**config.mk**
```make
export PLATFORM = sky130hd
export DESIGN_NAME = mips_write_monitor
export DESIGN_NICKNAME = d
export VERILOG_FILES = /design/src/rtl/mips_write_monitor.sv
export SDC_FILE = /design/constraint.sdc
export NUM_CORES = 1
export LEC_CHECK = 0
export BUFFER_PORTS_ARGS = -buffer_cell sky130_fd_sc_hd__buf_2
export CORE_UTILIZATION = 30
export CTS_CLUSTER_SIZE = 40
export DETAILED_ROUTE_END_ITERATION = 16
export HOLD_SLACK_MARGIN = 0.15
export RECOVER_POWER = 25
export SLEW_MARGIN = 10
export SYNTH_ARGS = -nofsm -noshare
export SYNTH_HDL_FRONTEND = slang
export SYNTH_SLANG_ARGS = --single-unit
```
**constraint.sdc**
```tcl
create_clock -name clk -period 12 [get_ports clk]
set_clock_uncertainty 0.05 [all_clocks]
set_input_delay 1.8 -clock clk [delete_from_list [all_inputs] [get_ports clk]]
set_output_delay 1.8 -clock clk [all_outputs]
set_load 0.005 [all_outputs]
```
**src/rtl/mips_write_monitor.sv**
```systemverilog
// Data-memory write-bus checker: loadable table of expected writes,
// ordered/unordered matching, ignore address and RUN watchdog.
module mips_write_monitor #(
  parameter int ADDR_W  = 32,
  parameter int DATA_W  = 32,
  parameter int DEPTH   = 8,
  parameter int ORDERED = 1,
  parameter int TIMEOUT = 1000
) (
  input  logic                       clk,
  input  logic                       reset,
  input  logic                       ld_valid,
  input  logic [ADDR_W-1:0]          ld_addr,
  input  logic [DATA_W-1:0]          ld_data,
  input  logic                       start,
  input  logic                       ign_en,
  input  logic [ADDR_W-1:0]          ign_addr,
  input  logic                       memwrite,
  input  logic [ADDR_W-1:0]          dataadr,
  input  logic [DATA_W-1:0]          writedata,
  output logic                       busy,
  output logic                       ld_full,
  output logic                       done,
  output logic                       pass,
  output logic                       fail,
  output logic [1:0]                 fail_code,
  output logic [ADDR_W-1:0]          fail_addr,
  output logic [DATA_W-1:0]          fail_data,
  output logic [$clog2(DEPTH+1)-1:0] match_cnt
);

  localparam int CW = $clog2(DEPTH+1);
  localparam int IW = (DEPTH > 1) ? $clog2(DEPTH) : 1;
  localparam int TW = (TIMEOUT > 0) ? $clog2(TIMEOUT+1) : 1;
  localparam logic [CW-1:0] FULL = CW'(DEPTH);
  localparam logic [TW-1:0] TO_LAST =
    TW'((TIMEOUT > 0) ? TIMEOUT - 1 : 0);

  localparam logic [1:0] S_LOAD = 2'd0;
  localparam logic [1:0] S_RUN  = 2'd1;
  localparam logic [1:0] S_PASS = 2'd2;
  localparam logic [1:0] S_FAIL = 2'd3;

  logic [1:0]        state;
  logic [CW-1:0]     cnt;
  logic [DEPTH-1:0]  vld;
  logic [DEPTH-1:0]  matched;
  logic [TW-1:0]     wd;
  logic [ADDR_W-1:0] tab_addr [DEPTH];
  logic [DATA_W-1:0] tab_data [DEPTH];

  logic          ld_ok;
  logic [CW-1:0] cnt_eff;
  logic [CW-1:0] mc_inc;
  logic [IW-1:0] widx;
  logic [IW-1:0] ptr;
  logic [IW-1:0] hit_idx;
  logic          hit;
  logic          ign;
  logic          wd_hit;

  assign ld_ok   = (state == S_LOAD) && ld_valid && (cnt != FULL);
  assign cnt_eff = cnt + CW'(ld_ok);
  assign mc_inc  = match_cnt + CW'(1);
  assign widx    = cnt[IW-1:0];
  assign ptr     = match_cnt[IW-1:0];
  assign wd_hit  = (TIMEOUT > 0) && (wd == TO_LAST);

  // vld gates entries beyond the loaded count in both modes
  always_comb begin
    hit     = 1'b0;
    hit_idx = '0;
    if (ORDERED != 0) begin
      hit     = vld[ptr] && (tab_addr[ptr] == dataadr)
                && (tab_data[ptr] == writedata);
      hit_idx = ptr;
    end else begin
      for (int i = 0; i < DEPTH; i++) begin
        if (!hit && vld[i] && !matched[i]
            && (tab_addr[i] == dataadr)
            && (tab_data[i] == writedata)) begin
          hit     = 1'b1;
          hit_idx = IW'(i);
        end
      end
    end
  end

  assign ign = !hit && ign_en && (dataadr == ign_addr);

  always_ff @(posedge clk) begin
    if (ld_ok) begin
      tab_addr[widx] <= ld_addr;
      tab_data[widx] <= ld_data;
    end
  end

  always_ff @(posedge clk) begin
    if (reset) begin
      state     <= S_LOAD;
      cnt       <= '0;
      vld       <= '0;
      matched   <= '0;
      match_cnt <= '0;
      wd        <= '0;
      fail_code <= 2'd0;
      fail_addr <= '0;
      fail_data <= '0;
    end else begin
      unique case (state)
        S_LOAD: begin
          if (ld_ok) begin
            cnt       <= cnt_eff;
            vld[widx] <= 1'b1;
          end
          if (start) begin
            wd <= '0;
            if (cnt_eff == '0) begin
              state     <= S_FAIL;
              fail_code <= 2'd3;
            end else begin
              state <= S_RUN;
            end
          end
        end
        S_RUN: begin
          if (memwrite && hit) begin
            matched[hit_idx] <= 1'b1;
            match_cnt        <= mc_inc;
            wd               <= '0;
            if (mc_inc == cnt) state <= S_PASS;
          end else if (memwrite && ign) begin
            wd <= '0;
          end else if (memwrite) begin
            state     <= S_FAIL;
            fail_code <= 2'd1;
            fail_addr <= dataadr;
            fail_data <= writedata;
          end else if (wd_hit) begin
            state     <= S_FAIL;
            fail_code <= 2'd2;
            fail_addr <= '0;
            fail_data <= '0;
          end else begin
            wd <= wd + TW'(1);
          end
        end
        S_PASS, S_FAIL: begin
        end
        default: begin
        end
      endcase
    end
  end

  assign busy    = (state == S_RUN);
  assign done    = (state == S_PASS) || (state == S_FAIL);
  assign pass    = (state == S_PASS);
  assign fail    = (state == S_FAIL);
  assign ld_full = (cnt == FULL);

endmodule

```
==> metrics.md <==
| Metric | Value |
|---|---|
| Run status | `finished clean` |
| Initial drt markers | `1,647` |
| Clock slew at reported path FFs | `0.06 ns` |
| Ys async rst share | `0%` |
| Distinct cells, synth | `67` |
| Die area | `0.08591 mm2` |
| Post-Synth Adder-Cell Area | `0.1969%` |
| Core Region | `0.08382 mm2` |
| Setup crit start kind | `register` |
| Drt pass-1 iters | `5` |
| Via count | `15,308` |
| RSZ-0062 raised after global routing | `no` |
| Worst slew margin | `20.92%` |
| Starting Density | `30.33%` |
| Final min period | `5.796 ns` |
| Vias in the first global route | `15,045` |
| Layout cells sized above 1 | `21.47%` |
| Multiplexer share of the synthesized area | `14.61%` |
| Detailed-route wire length | `74,540 um` |
| Hold path endpoint | `vld[4]` |
| Worst Path Required | `12.40 ns` |
| Residual DRC | `0` |
| Fin nets | `2,012` |
| Final ANT Viol Nets | `0` |
| Synthesized instance count | `1,587` |
| I/O pins | `241` |
| Power density cells | `156.2 mW/mm2` |
| Hold WS | `0.4185 ns` |
| Chip Width | `293.1 um` |
| Max-Cap Viols | `0` |
| Cell Chain, Critical Path | `buf_4 -> buf_4 -> mux2i_1 -> a22o_1 -> nor3_1 -> or4_1 -> nor4_1 -> and4_1 -> a31oi_1 -> nor3_2 -> buf_4 -> mux2i_1 -> nor2_1` |
| Area contributors post-synth | `edfxtp_1 60%, mux2i_1 8.9%, dfxtp_1 7.6%, mux4_2 5.7%, and2_1 1.7%` |
| FF-to-FF setup slack | `6.20 ns` |
| Most frequent cell after synthesis | `edfxtp_1` |
| First-pass GRT wire length | `105,600 um` |
| Main combinational cell family by area after synthesis | `multiplexers` |
| Synthesized Nets | `1,757` |
| Post-CTS setup buffer count | `0` |
| DP Wirelength | `50,410 um` |
| Max stage delay on crit path | `0.87 ns` |
| CTS tree | `done` |
| Setup_tns | `0 ns` |
| Worst-path fanout max | `54` |
| Top cell type's share of synthesized area | `60.48%` |
| Leakage | `0.009626 uW` |
| F_max | `172.5 MHz` |
| Clock buffer depth | `3` |
| Cell mode on critical path | `buf_4` |
| Synth cell count leaders | `512 x edfxtp_1, 227 x mux2i_1, 101 x nor2_1` |
| Hold-fix buffers, CTS | `0` |
| CTS Sinks | `609` |
| # resized after CTS | `0` |
| Avg Inst Size Synth | `16.02 um2` |
| Seq/Total Area, Yosys | `68.12%` |
| Endpoints failing setup | `0` |
| Root Buffer | `clkbuf_16` |
| Largest net degree at the start of global routing | `72` |
| Top FF cell, synth | `edfxtp_1` |
| Final Cycle Share | `48.30%` |
| Overall Global Routing Usage | `17.08%` |
| Synth Area in Simple Gates | `7.880%` |
| Port-buffer cells | `240` |
| Fin. Hold Viols | `0` |
| Placed cell count | `2,908` |
| Max Slew Vio Count | `0` |
| Multi-input gate area | `0.007610 mm2` |
| Synth area leader | `edfxtp_1` |
| Seq cells post-synth | `609` |
| Compound-Gate Fraction of Synth Area | `4.489%` |
| DIE HEIGHT | `293.1 um` |
| Pwr Total | `4663 uW` |
| Post-synth EDFFs | `512` |
| Arr. time, crit path | `6.19 ns` |
| End of the worst register-to-register path | `fail_data[11]` |
| Routed WL per cell | `24.55 um` |
| Sequential Area | `0.01733 mm2` |
| Initial antenna violation count | `20` |
| Path type of the worst min-delay path | `register to register` |
| Critical path class | `register to register` |
| Synthesized cell area | `0.02542 mm2` |
| Hold Path Stages | `1` |
| Gpl congestion | `0.9204` |
| Num rows | `106` |
| CP max stage cell | `buf_4` |
| Post-Synth XOR/XNOR Area | `2.549%` |
| R2r worst-path depth | `13` |
| Grt ovf | `0` |
| Clock Latency Late Sink | `0.61 ns` |
| Crit path capture type | `register` |
| Hold path start | `vld[4]` |
| Syn-to-layout area delta | `17.47%` |
| Filler cells | `8,000` |
| H-Tree Depth | `3` |
| Num CTS Buffers | `66` |
| Synth warnings | `0` |
| Finished Layout Cells | `3,036` |
| Post-place setup slack | `6.210 ns` |
| Worst vdd ir | `0.08799 mV` |
| Post-DR vias/cell | `5.042` |
| Final setup margin | `6.204 ns` |
| Worst-margin pin slew | `1.186 ns` |
metrics by stage:
| stage | utilization (%) | cell area (um2) |
|---|---|---|
| after global routing | 35.61 | 29850 |
| final | 35.63 | 29860 |
| after CTS | 35.68 | 29900 |
| after global placement | 33.14 | 27780 |
| after floorplan | - | 25420 |
| after detailed placement | 33.14 | 27780 |
flip-flops by register name (all words and copies together) (netlist names), 4 cells and up, named ones only:
signal and flops:
tab_addr 256, tab_data 256, fail_addr 32, fail_data 32, wd 10, vld 8
cnt 4, match_cnt 4
cell usage in the layout, fill, tap and decap left out, types with 9 or more instances in the layout:
cell type  count
nor4_1        16
nand3_1       23
edfxtp_1     512
mux4_2        64
mux2i_1      227
nor2b_1       10
buf_4         26
a22oi_1       37
inv_1          9
o21ai_0       13
clkinv_2      11
nand2_1       41
buf_2        194
a22o_1        27
clkbuf_1      64
nor3_1        22
and3_1         9
nand4_1       13
clkbuf_16     69
and2_1        70
xnor2_1       33
and4_1         9
a21oi_1       13
o21a_1        10
dfxtp_1       94
nor2_1        98
nand3b_1      10
xor2_1        41
power breakdown:
group | switching (uW) | leakage (uW) | internal, uW | total [uW]
Sequential | 14.9 | 0.00542 | 2340 | 2350
Clock | 831 | 0.00104 | 1160 | 1990
Combinational | 214 | 0.00317 | 107 | 321
Total | 1060 | 0.00963 | 3600 | 4660
area by class of cell:
type,count,share of cell area [%]
tap,1134,4.751
antenna,6,0.05028
timing repair buffer,265,4.471
clock inverter,29,0.8547
sequential,609,58.03
clock buffer,93,6.251
multi-input combinational,891,25.48
inverter,9,0.1131
metal layers:
metal	track usage, %	part of all wire [%]	wire, um	vias up
met5	0	0.18	134	-
met4	3.690	1.9	1402	20
met3	4.493	9.4	6972	108
met2	27.01	46	34280	719
met1	23.47	43	31750	7739
li1	-	-	-	6722
worst max-delay path by stage:
stage | from | end | slack (ns) | depth (start not counted)
floorplan | ld_valid | tab_addr[0][0] | 3.12 | 2
global placement | register | fail_addr[5] | 6.36 | 13
detailed placement | register | fail_data[8] | 6.21 | 13
CTS | register | fail_data[8] | 6.19 | 13
global route | register | fail_data[18] | 5.87 | 13
finish | register | fail_data[11] | 6.20 | 13
critical path, delay by kind of cell (launching register included):
family,cells,cell delay (ns)
AO/OA/AOI/OAI,2,0.33
buffers and inverters,3,2.24
flip-flops,1,0.75
multiplexers,2,0.54
AND/OR/NAND/NOR,6,1.60
cells by family (layout without fill, tap and decap cells):
| group | after synthesis | count (layout) |
|---|---|---|
| adder cells (fa/ha/maj) | 4 | 4 |
| buffers and inverters | 87 | 396 |
| other | 0 | 6 |
| AO/OA/AOI/OAI | 151 | 151 |
| multiplexers | 291 | 291 |
| XOR/XNOR | 74 | 74 |
| flip-flops | 609 | 609 |
| AND/OR/NAND/NOR | 371 | 371 |
Note: power is estimated with default switching activity, not from simulation.
